`src/rtl/pixel_stream_buffer.sv`:
```
// Raster pixel request sequencer feeding a first-word fall-through FIFO toward the projective transform.
// Define PSB_COORD_CHECK_EN to add the sticky coord_error output for out-of-raster-order coordinates.
`ifndef IMAGE_WIDTH
`define IMAGE_WIDTH 640
`endif
`ifndef IMAGE_HEIGHT
`define IMAGE_HEIGHT 480
`endif
`ifndef LOG_TRUNC
`define LOG_TRUNC 8
`endif

module pixel_stream_buffer #(
    parameter int unsigned LOG_DEPTH = 3,
    parameter int unsigned LAST_X    = `IMAGE_WIDTH - 1,
    parameter int unsigned LAST_Y    = `IMAGE_HEIGHT - 1
) (
    input  logic                  clock,
    input  logic                  reset,
    input  logic                  frame_flag,
    output logic                  request,
    input  logic [`LOG_TRUNC-1:0] pixel,
    input  logic [9:0]            x_in,
    input  logic [8:0]            y_in,
    input  logic                  pixel_flag,
    output logic                  out_valid,
    input  logic                  out_ready,
    output logic [`LOG_TRUNC-1:0] out_pixel,
    output logic [9:0]            out_x,
    output logic [8:0]            out_y,
    output logic                  out_last,
    output logic                  frame_done,
    output logic                  spurious
`ifdef PSB_COORD_CHECK_EN
    ,
    output logic                  coord_error
`endif
);

    localparam int unsigned DEPTH = 2 ** LOG_DEPTH;
    localparam int unsigned EW    = `LOG_TRUNC + 19;
    localparam logic [LOG_DEPTH:0] DEPTH_CNT = {1'b1, {LOG_DEPTH{1'b0}}};

    typedef enum logic [2:0] {IDLE, REQ, WAIT, DRAIN, DONE} state_t;

    state_t               state, state_next;
    logic                 push, pop, flush, stray, last_in;
    logic [EW-1:0]        mem [DEPTH];
    logic [LOG_DEPTH-1:0] wr_ptr, rd_ptr;
    logic [LOG_DEPTH:0]   count;

    assign last_in = (x_in == 10'(LAST_X)) && (y_in == 9'(LAST_Y));

    always_ff @(posedge clock) begin
        if (reset) state <= IDLE;
        else       state <= state_next;
    end

    always_comb begin
        state_next = state;
        request    = 1'b0;
        push       = 1'b0;
        flush      = 1'b0;
        stray      = 1'b0;
        case (state)
            IDLE: begin
                stray = pixel_flag;
                if (frame_flag) state_next = REQ;
            end
            REQ: begin
                stray = pixel_flag;
                if (frame_flag) begin
                    flush = 1'b1;
                end else if (count < DEPTH_CNT) begin
                    request    = 1'b1;
                    state_next = WAIT;
                end
            end
            WAIT: begin
                if (frame_flag) begin
                    flush      = 1'b1;
                    state_next = pixel_flag ? REQ : DRAIN;
                end else if (pixel_flag) begin
                    push       = 1'b1;
                    state_next = last_in ? DONE : REQ;
                end
            end
            DRAIN: begin
                // A returning pixel ends the drain even if a new frame_flag flushes in the same cycle.
                flush = frame_flag;
                if (pixel_flag) state_next = REQ;
            end
            DONE: begin
                stray = pixel_flag;
                if (frame_flag) begin
                    flush      = 1'b1;
                    state_next = REQ;
                end
            end
            default: state_next = IDLE;
        endcase
    end

    assign out_valid = (count != '0);
    assign {out_pixel, out_x, out_y} = mem[rd_ptr];
    assign out_last  = out_valid && (out_x == 10'(LAST_X)) && (out_y == 9'(LAST_Y));
    assign pop       = out_valid && out_ready && !flush;

    always_ff @(posedge clock) begin
        if (push) mem[wr_ptr] <= {pixel, x_in, y_in};
    end

    always_ff @(posedge clock) begin
        if (reset || flush) begin
            wr_ptr <= '0;
            rd_ptr <= '0;
            count  <= '0;
        end else begin
            if (push) wr_ptr <= wr_ptr + 1'b1;
            if (pop)  rd_ptr <= rd_ptr + 1'b1;
            if (push && !pop)      count <= count + 1'b1;
            else if (pop && !push) count <= count - 1'b1;
        end
    end

    always_ff @(posedge clock) begin
        if (reset) begin
            frame_done <= 1'b0;
            spurious   <= 1'b0;
        end else begin
            frame_done <= pop && out_last;
            spurious   <= spurious || stray;
        end
    end

`ifdef PSB_COORD_CHECK_EN
    logic [9:0] exp_x;
    logic [8:0] exp_y;

    always_ff @(posedge clock) begin
        if (reset) begin
            exp_x       <= '0;
            exp_y       <= '0;
            coord_error <= 1'b0;
        end else begin
            if (frame_flag) begin
                exp_x <= '0;
                exp_y <= '0;
            end else if (push) begin
                if (exp_x == 10'(LAST_X)) begin
                    exp_x <= '0;
                    exp_y <= exp_y + 1'b1;
                end else begin
                    exp_x <= exp_x + 1'b1;
                end
            end
            if (push && ((x_in != exp_x) || (y_in != exp_y))) coord_error <= 1'b1;
        end
    end
`endif

endmodule

```
`config.mk`:
```
export PLATFORM = sky130hd
export DESIGN_NAME = pixel_stream_buffer
export DESIGN_NICKNAME = d
export VERILOG_FILES = /design/src/rtl/pixel_stream_buffer.sv
export SDC_FILE = /design/constraint.sdc
export NUM_CORES = 1
export LEC_CHECK = 0
export ABC_CLOCK_PERIOD_IN_PS = 5350
export CORE_UTILIZATION = 50
export CTS_CLUSTER_SIZE = 40
export DETAILED_ROUTE_END_ITERATION = 10
export PLACE_DENSITY = 0.69
export SLEW_MARGIN = 20
export SYNTH_ARGS = -nofsm -noshare
export SYNTH_HDL_FRONTEND = slang
export SYNTH_SLANG_ARGS = --single-unit
```
`constraint.sdc`:
```
create_clock -name clock -period 5.35 [get_ports clock]
set_input_delay 1.07 -clock clock [delete_from_list [all_inputs] [get_ports clock]]
set_output_delay 1.07 -clock clock [all_outputs]
set_load 0.03 [all_outputs]
```
**Word level (Yosys, flattened, before mapping)**

Memory sizes are Yosys's and may differ from the RTL's. A register that Yosys moved wholly into a read port is not among the register bits.
Index checks and enable logic that the tools add are counted.

- RAM bits: 216
- Output and inout port bits: 32
- Bits of input ports: 32
- Memories: 1
- Logic and storage cells: 69
- Flip-flop bits (word level): 15

- Multiplexer cells: 24
- Reduce and logical (&&, ||, !) cells: 20
- Add/sub/neg operators: 4
- Equal/unequal tests: 13
- Order comparisons: 1

Memory list:

| name | words | bits a word | read ports | clocked after memory_dff | write ports | line | RTL |
|---|---|---|---|---|---|---|---|
| mem | 8 | 27 | 1 | 1 | 1 | 48 | `logic [EW-1:0] mem [DEPTH];` |

Operators with widths:

| operator | number |
|---|---|
| $mux W3 | 9 |
| $eq A10 B10 Y1 const B | 2 |
| $eq A9 B9 Y1 const B | 2 |
| $pmux W3 S4 | 1 |
| $mux W1 | 10 |
| $logic_and A1 B1 Y1 | 8 |
| $mux W4 | 2 |
| $add A3 B1 Y3 const B | 2 |
| $eq A3 B2 Y1 const B | 2 |
| $ne A2 B2 Y1 const B | 3 |
| $reduce_or A3 Y1 | 2 |
| $reduce_and A5 Y1 | 1 |
| $add A4 B1 Y4 const B | 1 |
| $lt A4 B4 Y1 const B | 1 |
| $reduce_bool A4 Y1 | 1 |
| $sub A4 B1 Y4 const B | 1 |
| $eq A3 B1 Y1 const B | 1 |
| $eq A3 B3 Y1 const B | 1 |
| $logic_not A1 Y1 | 3 |
| $logic_not A3 Y1 | 1 |
| $ne A3 B3 Y1 const B | 1 |
| $logic_or A1 B1 Y1 | 2 |
| $mux W2 | 1 |
| $ne A2 B1 Y1 const B | 1 |
| other kinds (3) | 3 |

**Depth between registers and ports, before layout**

Gate-level depths: netlist of run 1.

- Depth in word-level cells: 8
- Depth in mapped cells: 13
- Gate-level depth less buffers: 11

**Worst setup path before layout of run 1**

Ideal clock, no wire load.

- Kind: input -> register
- From: input port frame_flag
- To: memory mem[0][0] (netlist name), enable pin
- Cell stages on the path: 3
- Buffers on the path: 1
- Library setup time: 0.479 ns
- Path slack: 0.568 ns
- Arrival time: 4.303 ns
- Data required time: 4.871 ns
- Cells stage by stage: or4_1 > clkbuf_1 > nor4_1

- Longest elaborated chain between the ends: 4

RTL lines:

| element | line | RTL |
|---|---|---|
| start: declaration | 20 | `input logic frame_flag,` |
| $mux W1 | 80 | `if (frame_flag) begin` |
| $mux W1 | 65 | `case (state)` |
| $mux W1 | 110 | `if (push) mem[wr_ptr] <= {pixel, x_in, y_in};` |
| $mux W1 (implied by the code) | 110 |  |
| end: declaration | 48 |  |

Every way passes these cells.

==> metrics, run 1 <==
IO Count=64; RSZ-0062 raised after global routing=no; Post-Syn Nets=515; Root Buffer=clkbuf_16; first-pass GRT wire length=28,100 um; vias in the first global route=4,825; leak pwr=3.45 nW; synth top area cells=edfxtp_1 (70%), mux4_2 (10%), mux2i_1 (5.0%); Synth top area share=0.698; clk_skew=12.0 ps; WP data arrival=4010 ps; drt pass-1 iters=8; GRT Util Overall=0.196; clock-pin slew of the registers on the worst-case setup and hold paths=60 ps; period utilization=0.949; Seq cells post-synth=234; worst hold path class=reg2reg; CTS Buf Count=24; CTS tree=yes; Period minus WS final=5080 ps; M1 WL=7630 um; setup violation total in the final timing report=0; CP Capture Type=primary output; syn avg cell area=19.5 um^2; post_cts resized=0; clk buf depth=3; nets=596; cell row count=49; hold_sp=spurious; drt via density=5.78; post-CTS setup buffers=0; Crit Path Max Fanout=29; ANT cells=0; critical path class=reg2out; CP Launch Type=register; CP Data Required Time=4280 ps; post-route design area=11,000 um^2; Core ar.=18,100 um^2; pwr dens=400 nW/um^2; area grow syn2layout=18.2%; Final HPWL DP=10,900 um; Routed WL=18,100 um; CTS Hold Bufs=0; Vias=4,636; failing checks=DRC; worst-skew pair later-pin latency=510 ps; H-tree lvl count=1; Final Hold Vio Count=0; RR Startpoint=state[1]; Netlist cell types=41; die width=138 um; WL/cell=22.6 um; initial drt markers=272; largest net degree at the start of global routing=55; Slew Limit Fails=0; Cells after Synth=477; Die Area=19,100 um^2; met3 wire len=912 um; DRC Markers=12; RePlAce Congestion=0.749; share of cells above drive strength 1=0.211; count of flip-flops with a built-in enable after synthesis=216; initial antenna violation count=0; Least-Margin Pin Slew=1060 ps; Synth Flop Type=edfxtp_1; gr ovfl total=0; total of max-cap violations=0; relative slew slack=0.294; fraction of registers with async set/reset=0; Vert. Die Dim=138 um; synth warn=0; Placed Instance Area=10,200 um^2; most common cell in the netlist=edfxtp_1; outcome=finished, violations left; Max IR drop VDD=0.280 mV; Post-DRT Antenna Nets=0; maximum clock frequency=0.197 GHz; TNS Setup=0 ps; sequential area share after synthesis=0.737; # port buffers=63; met2 wire len=9070 um; top sig layer=met4; area leader, netlist=edfxtp_1; Cell Area, Synth=9290 um^2; top cells by count, synth=edfxtp_1 (216), mux2i_1 (46), mux4_2 (42); Initial Util=0.513; Layout fillers=1,262; R2R setup slack=2370 ps; Sink Count=234
## worst max-delay path: stages, from the launching register on
cell,delay (ps)
dfxtp_2,1010
buf_4,400
mux2_2,390
nor3_1,460
nand4_1,210
nor2_1,290
clkdlybuf4s50_1,730
## sequential cells by signal (all words and copies together), names as in the netlist, named ones only
name	flops
wr_ptr	3
rd_ptr	3
spurious	1
frame_done	1
mem	216
count	4
state	3
## power breakdown
group | total (mW) | switching (mW) | internal [mW]
sequential | 2.09 | 0.0683 | 2.02
clock | 1.57 | 0.635 | 0.939
combinational | 0.733 | 0.367 | 0.366
total | 4.39 | 1.07 | 3.32
## stage by stage
step	hold slack, ps	util	total power [mW]	setup slack [ps]	instances
after floorplan	476	-	2.63	568	477
after global placement	459	0.564	2.83	618	760
after detailed placement	465	0.564	2.85	593	760
final	480	0.607	4.39	270	802
after CTS	487	0.605	4.42	37.7	801
after global routing	526	0.607	4.55	33.0	802
## logic make-up (layout without fill, tap and decap cells)
kind of cell               after synthesis  count (layout)  synth area share
AOI/OAI and AO/OA                       19              19            0.0131
xor gates and xnor gates                 7               7           0.00660
adders and majority gates                6               6           0.00889
buffers and inverters                   37             133            0.0229
DFF                                    234             234             0.737
muxes                                  103             103             0.170
and+or+nand+nor                         71              71            0.0416
## placed cells by master, fill, tap and decap left out, types with 3 or more instances in the layout
cell,Yosys,final
nor4_2,2,3
nor3_1,8,4
nor4_1,4,3
inv_1,13,13
nand4b_1,3,3
clkbuf_16,0,25
nand3_1,3,3
nor2_2,0,3
mux2_2,15,15
xnor2_1,3,3
nand2b_1,3,3
nand2_1,12,12
dfxtp_1,18,15
xor2_1,4,4
ha_1,5,5
clkinv_1,0,5
clkinv_2,0,6
a21oi_1,9,9
clkbuf_1,6,3
nand4_1,3,3
edfxtp_1,216,216
clkdlybuf4s50_1,0,63
nor2b_1,4,4
nor2_1,19,16
mux4_2,42,42
mux2i_1,46,46
buf_4,6,13
nor3_2,0,4
## cell type report
type	count	area [um^2]	area share
Inverter	14	52.6	0.00479
Tap cell	229	287	0.0261
Clock inverter	13	109	0.00992
Multi-Input combinational cell	206	2260	0.206
Timing Repair Buffer	78	776	0.0707
Sequential cell	234	6860	0.625
Clock buffer	28	637	0.0580
## final timing paths
check | endpoint | cells past startpoint
max | out_last | 6
min | spurious | 2
max reg2reg | count[3] | 11
min reg2reg | spurious | 2
## layer usage
metal | global-route usage | vias to the layer above
met1 | 0.264 | 2397
li1 | - | 2082
met4 | 0.0645 | 0
met5 | 0 | -
met2 | 0.329 | 116
met3 | 0.0305 | 41
Power figures use the tool's default switching activity.
==> run 2: changes to the inputs <==
--- a/config.mk
+++ b/config.mk
@@ -5,6 +5,7 @@
 export SDC_FILE = /design/constraint.sdc
 export NUM_CORES = 1
 export LEC_CHECK = 0
+export ABC_AREA = 1
 export ABC_CLOCK_PERIOD_IN_PS = 5350
 export CORE_UTILIZATION = 50
 export CTS_CLUSTER_SIZE = 40
==> run 2 against run 1 <==
The flow now finishes without violations. Power is 27% higher. Final area is 5.7% higher. Sequential power is 3% higher.
==> metrics, run 2 <==
outcome=finished, final reports clean; setup violation total in the final timing report=0 (unchanged); Slew Limit Fails=0 (unchanged); Post-DRT Antenna Nets=0 (unchanged); Vias=6,672 (+44%); H-tree lvl count=1 (unchanged); Layout fillers=1,611 (+28%); sequential area share after synthesis=0.686 (-0.0513); relative slew slack=0.361 (+0.0673); drt via density=5.14 (-11%); R2R setup slack=2730 ps (+360 ps); Cell Area, Synth=9980 um^2 (+7.5%); Final HPWL DP=11,600 um (+5.9%); CTS Hold Bufs=0 (unchanged); post_cts resized=0 (unchanged); Finished Layout Cells=1,298 (+62%); gr ovfl total=0 (unchanged); Crit Path Max Fanout=108 (+270%); Root Buffer=clkbuf_16; largest net degree at the start of global routing=109 (+98%); area leader, netlist=edfxtp_1; syn avg cell area=10.5 um^2 (-46%); storage element area=6850 um^2 (about the same); biggest regs=mem x216, count x4; cell row count=51 (+4.1%); critical path class=reg2out; commonest non-fill, non-tap cells in the layout=nand2_1 (314), edfxtp_1 (216), inv_1 (113); Post-Syn Nets=992 (+93%); RSZ-0062 raised after global routing=no; Final Hold Vio Count=0 (unchanged); # port buffers=63 (unchanged); fraction of registers with async set/reset=0 (unchanged); worst r2r dst=frame_done; Routed WL=21,000 um (+15%); count of flip-flops with a built-in enable after synthesis=216 (unchanged); vias in the first global route=6,387 (+32%); Core ar.=19,500 um^2 (+8.0%); WL/cell=16.1 um (-29%); GRT Util Overall=0.213 (+0.0171); Synth top area share=0.650 (-0.0486); Seq cells post-synth=234 (unchanged); CTS tree=yes; Cells after Synth=954 (+100%); share of cells above drive strength 1=0.0591 (-0.152); CTS Buf Count=25 (+4.2%); Initial Util=0.511 (-0.00231); top cells by count, synth=nand2_1 (314), edfxtp_1 (216), inv_1 (113); drt pass-1 iters=8 (unchanged); worst hold path class=reg2reg; maximum clock frequency=0.208 GHz (+5.6%); worst-skew pair later-pin latency=510 ps (about the same); nets=1,054 (+77%); TNS Setup=0 ps (unchanged); r2r worst-path depth=10 (-1); crit path capture=out_last; Synth Flop Type=edfxtp_1; clock-pin slew of the registers on the worst-case setup and hold paths=50 ps (about the same); Max IR drop VDD=0.473 mV (+69%); CP Launch Type=register; total of max-cap violations=0 (unchanged); Die Area=20,500 um^2 (+7.4%); Period minus WS final=4810 ps (-268 ps); multi-input logic area=2470 um^2 (+9.3%); CP Capture Type=primary output; ANT cells=0 (unchanged); Sink Count=234 (unchanged); die width=143 um (+3.6%); leak pwr=4.60 nW (+33%); clk buf depth=3 (unchanged); initial antenna violation count=0 (unchanged); area grow syn2layout=16.3%; WP data arrival=3740 ps (-270 ps); synth top area cells=edfxtp_1 (65%), nand2_1 (12%), inv_1 (4.2%); initial drt markers=502 (+85%); post-CTS setup buffers=0 (unchanged); Placed Cells=1,254 (+65%); Least-Margin Pin Slew=956 ps (-103 ps); most common cell in the netlist=nand2_1; first-pass GRT wire length=33,100 um (+18%); Vert. Die Dim=143 um (+3.6%); CP Data Required Time=4280 ps (about the same); IO Count=64 (unchanged); period utilization=0.899 (-0.0500); max reg flops=216 (unchanged); synth warn=0 (unchanged); RePlAce Congestion=0.784 (+4.7%); pwr dens=480 nW/um^2 (+20%); Netlist cell types=31 (-24%); clk_skew=23.2 ps (+11.3 ps); Top reg by flops=mem; DRC Markers=0 (-12); most common cell after layout, fill and taps aside=nand2_1
## run 2: changes by cell type in the layout (fill, tap and decap cells not counted), sizes merged, moves of 7 or more
cell | before | now
o21ai | 2 | 50
inv | 14 | 115
nand2 | 12 | 315
o22ai | 1 | 8
mux2i | 46 | 0
nand3 | 3 | 54
a31oi | 0 | 8
mux4 | 42 | 0
nor2 | 19 | 90
mux2 | 15 | 0
## run 2: critical path: stages (launching register included)
cell and delay, ps:
dfxtp_4 910, inv_8 400, nand2_1 150, nand3_1 80, nand2_1 90, nand2_1 50
nand2_1 130, nand2_1 80, nor2_1 150, nand3_1 230, nor2_1 150, clkdlybuf4s50_1 680
## run 2: through the flow
step	total power, mW	utilization	hold WS (ps)	setup WS (ps)	instance area (um^2)
after global routing	5.88	0.594	519	256	11600
after CTS	5.62	0.594	485	515	11600
after detailed placement	3.97	0.554	468	1050	10800
after floorplan	3.44	-	433	1470	9980
after global placement	3.94	0.554	452	1050	10800
final	5.58	0.594	478	538	11600
## run 2: power breakdown
part	switching [mW]	leakage (nW)	internal (mW)
combinational	1.16	2.13	0.615
clock	0.658	0.385	0.990
sequential	0.111	2.09	2.04
total	1.93	4.60	3.64
## run 2: final cells by class
| cell class | count | share of cell area |
|---|---|---|
| Sequential cell | 234 | 0.590 |
| Multi-Input combinational cell | 565 | 0.213 |
| Timing Repair Buffer | 74 | 0.0614 |
| Clock buffer | 31 | 0.0584 |
| Inverter | 116 | 0.0382 |
| Tap cell | 265 | 0.0286 |
| Clock inverter | 13 | 0.0101 |
## run 2: per-layer routing
metal | share of wire | global-route usage | vias to the layer above
li1 | - | - | 3263
met1 | 0.43 | 0.276 | 3168
met2 | 0.49 | 0.362 | 204
met3 | 0.063 | 0.0349 | 37
met4 | 0.024 | 0.0773 | 0
met5 | 0 | 0 | -
## run 2: worst min path at each step
| stage | cells after the start | start | to | slack (ps) |
|---|---|---|---|---|
| after global placement | 2 | rd_ptr[2] | rd_ptr[2] | 450 |
| after floorplan | 2 | rd_ptr[2] | register | 430 |
| final | 2 | spurious | spurious | 480 |
| after detailed placement | 2 | spurious | spurious | 470 |
| after CTS | 2 | spurious | spurious | 480 |
| after global routing | 2 | rd_ptr[0] | register | 520 |
## run 2: cells by family (layout without fill, tap and decap cells)
| family | count (synthesis) | after routing | synth area share |
|---|---|---|---|
| compound gates | 85 | 85 | 0.0456 |
| xor+xnor | 1 | 1 | 0.000878 |
| fa+ha+maj | 6 | 6 | 0.00827 |
| buf+inv | 155 | 234 | 0.0710 |
| flops | 234 | 234 | 0.686 |
| simple gates | 473 | 473 | 0.188 |
==> run 3: changes to the inputs <==
--- a/config.mk
+++ b/config.mk
@@ -10,6 +10,7 @@
 export CORE_UTILIZATION = 50
 export CTS_CLUSTER_SIZE = 40
 export DETAILED_ROUTE_END_ITERATION = 10
+export GPL_TIMING_DRIVEN = 0
 export PLACE_DENSITY = 0.69
 export SLEW_MARGIN = 20
 export SYNTH_ARGS = -nofsm -noshare
==> run 3 against run 2 <==
Global-route usage rose by 2.8 points. Wire length rose by 14%. Core utilization rose by 2.3 points. Flip-flop and latch count did not move.
==> metrics, run 3 (same netlist as run 2, synthesis figures left out) <==
leak pwr=4.87 nW (+5.9%); TNS Setup=0 ps (unchanged); H-tree lvl count=1 (unchanged); Slew Limit Fails=0 (unchanged); Vert. Die Dim=143 um (unchanged); Least-Margin Pin Slew=916 ps (-39.7 ps); GRT Util Overall=0.241 (+0.0283); Int Power=3.80 mW (+4.3%); vias in the first global route=6,811 (+6.6%); Routed WL=23,800 um (+14%); Top reg by flops=mem; Period minus WS final=4270 ps (-543 ps); clk_skew=8.02 ps (-15.2 ps); Gate power share=0.357 (+0.038); WP data arrival=3200 ps (-540 ps); commonest non-fill, non-tap cells in the layout=nand2_1 (314), edfxtp_1 (216), inv_1 (113); Vias=7,015 (+5.1%); Crit Path Max Fanout=10 (-91%); initial antenna violation count=0 (unchanged); worst-skew pair later-pin latency=500 ps (about the same); period utilization=0.798 (-0.102); CTS Buf Count=24 (-4.0%); Post-DRT Antenna Nets=0 (unchanged); pwr dens=487 nW/um^2 (+1.3%); critical path class=reg2out; CP Data Required Time=4280 ps (about the same); Root Buffer=clkbuf_16; Final Hold Vio Count=0 (unchanged); RSZ-0062 raised after global routing=no; switching share of power=0.352 (+0.00575); share of cells above drive strength 1=0.0979 (+0.0388); maximum clock frequency=0.234 GHz (+13%); # port buffers=63 (unchanged); largest net degree at the start of global routing=19 (-83%); RePlAce Congestion=0.852 (+8.7%); nets=1,103 (+4.6%); Final HPWL DP=16,100 um (+39%); clk buf depth=3 (unchanged); CTS Hold Bufs=0 (unchanged); fin worst setup slack=1080 ps (+543 ps); Psw=2.06 mW (+6.9%); Initial Util=0.511 (unchanged); post_cts resized=0 (unchanged); CP Capture Type=primary output; relative slew slack=0.386 (+0.0247); IO Count=64 (unchanged); Sink Count=234 (unchanged); DRC Markers=0 (unchanged); worst hold path class=reg2reg; Core ar.=19,500 um^2 (unchanged); setup violation total in the final timing report=0 (unchanged); final core utilization=0.617 (+0.0226); drt via density=5.20 (+1.2%); post-place setup slack=1490 ps (+433 ps); drt pass-1 iters=5 (-3); initial drt markers=645 (+28%); first-pass GRT wire length=36,700 um (+11%); die width=143 um (unchanged); post-CTS setup buffers=0 (unchanged); outcome=finished, final reports clean; clock-pin slew of the registers on the worst-case setup and hold paths=60 ps (about the same); CP Launch Type=register; WL/cell=17.7 um (+9.4%); Clock power frac=0.290 (-0.006); Die Area=20,500 um^2 (unchanged); biggest regs=mem x216, count x4; Reg power frac=0.353 (-0.033); total of max-cap violations=0 (unchanged); CTS tree=yes; Max IR drop VDD=0.450 mV (-4.7%); most common cell after layout, fill and taps aside=nand2_1; ANT cells=0 (unchanged); gr ovfl total=0 (unchanged); max reg flops=216 (unchanged); cell row count=51 (unchanged); area grow syn2layout=20.7%
[run 3: cell count changes in the layout (fill, tap and decap cells not counted), sizes merged]
cell,delta
clkbuf,+7
clkinv,-4
buf,+47
[run 3: critical path, stage by stage, from the launching register on]
cell,delay [ps]
dfxtp_1,320
clkinv_1,230
clkbuf_1,580
nand2_1,140
nand2_1,150
nand2_1,90
nor2_1,180
nand3_1,180
nor2_1,140
clkdlybuf4s50_1,680
[run 3: cell type report]
cell class,count,area (um^2)
Sequential cell,234,6850
Clock inverter,9,97.6
Inverter,116,443
Timing Repair Buffer,85,866
Buffer,39,265
Fill cell,1591,7480
Clock buffer,35,726
Tap cell,265,332
Multi-Input combinational cell,565,2470
[run 3: through the flow]
stage	instances	cell area, um^2	hold slack (ps)	total power [mW]
global route	1348	12000	513	6.16
detailed placement	1304	11200	462	4.18
floorplan	954	9980	433	3.44
finish	1348	12000	480	5.86
global placement	1282	10900	449	4.15
CTS	1348	12000	488	5.88
[run 3: power by group through the flow]
| stage | combinational [mW] | sequential [mW] | clock [mW] |
|---|---|---|---|
| floorplan | 1.33 | 2.10 | 0 |
| global placement | 2.05 | 2.11 | 0 |
| detailed placement | 2.07 | 2.11 | 0 |
| CTS | 2.09 | 2.07 | 1.72 |
| global route | 2.29 | 2.07 | 1.80 |
| finish | 2.09 | 2.07 | 1.70 |
[run 3: per-layer routing]
| metal | track usage | wire [um] | vias up |
|---|---|---|---|
| li1 | - | - | 3367 |
| met1 | 0.334 | 10200 | 3313 |
| met2 | 0.401 | 11300 | 292 |
| met3 | 0.0268 | 1690 | 43 |
| met4 | 0.0761 | 602 | 0 |
| met5 | 0 | 0 | - |
[run 3: worst paths after layout]
| path | from | endpoint | slack [ps] | cells past startpoint |
|---|---|---|---|---|
| min reg2reg | spurious | spurious | 480 | 2 |
| min | spurious | spurious | 480 | 2 |
| max | register | out_last | 1080 | 9 |
| max reg2reg | state[1] | mem[2][9] | 2480 | 10 |
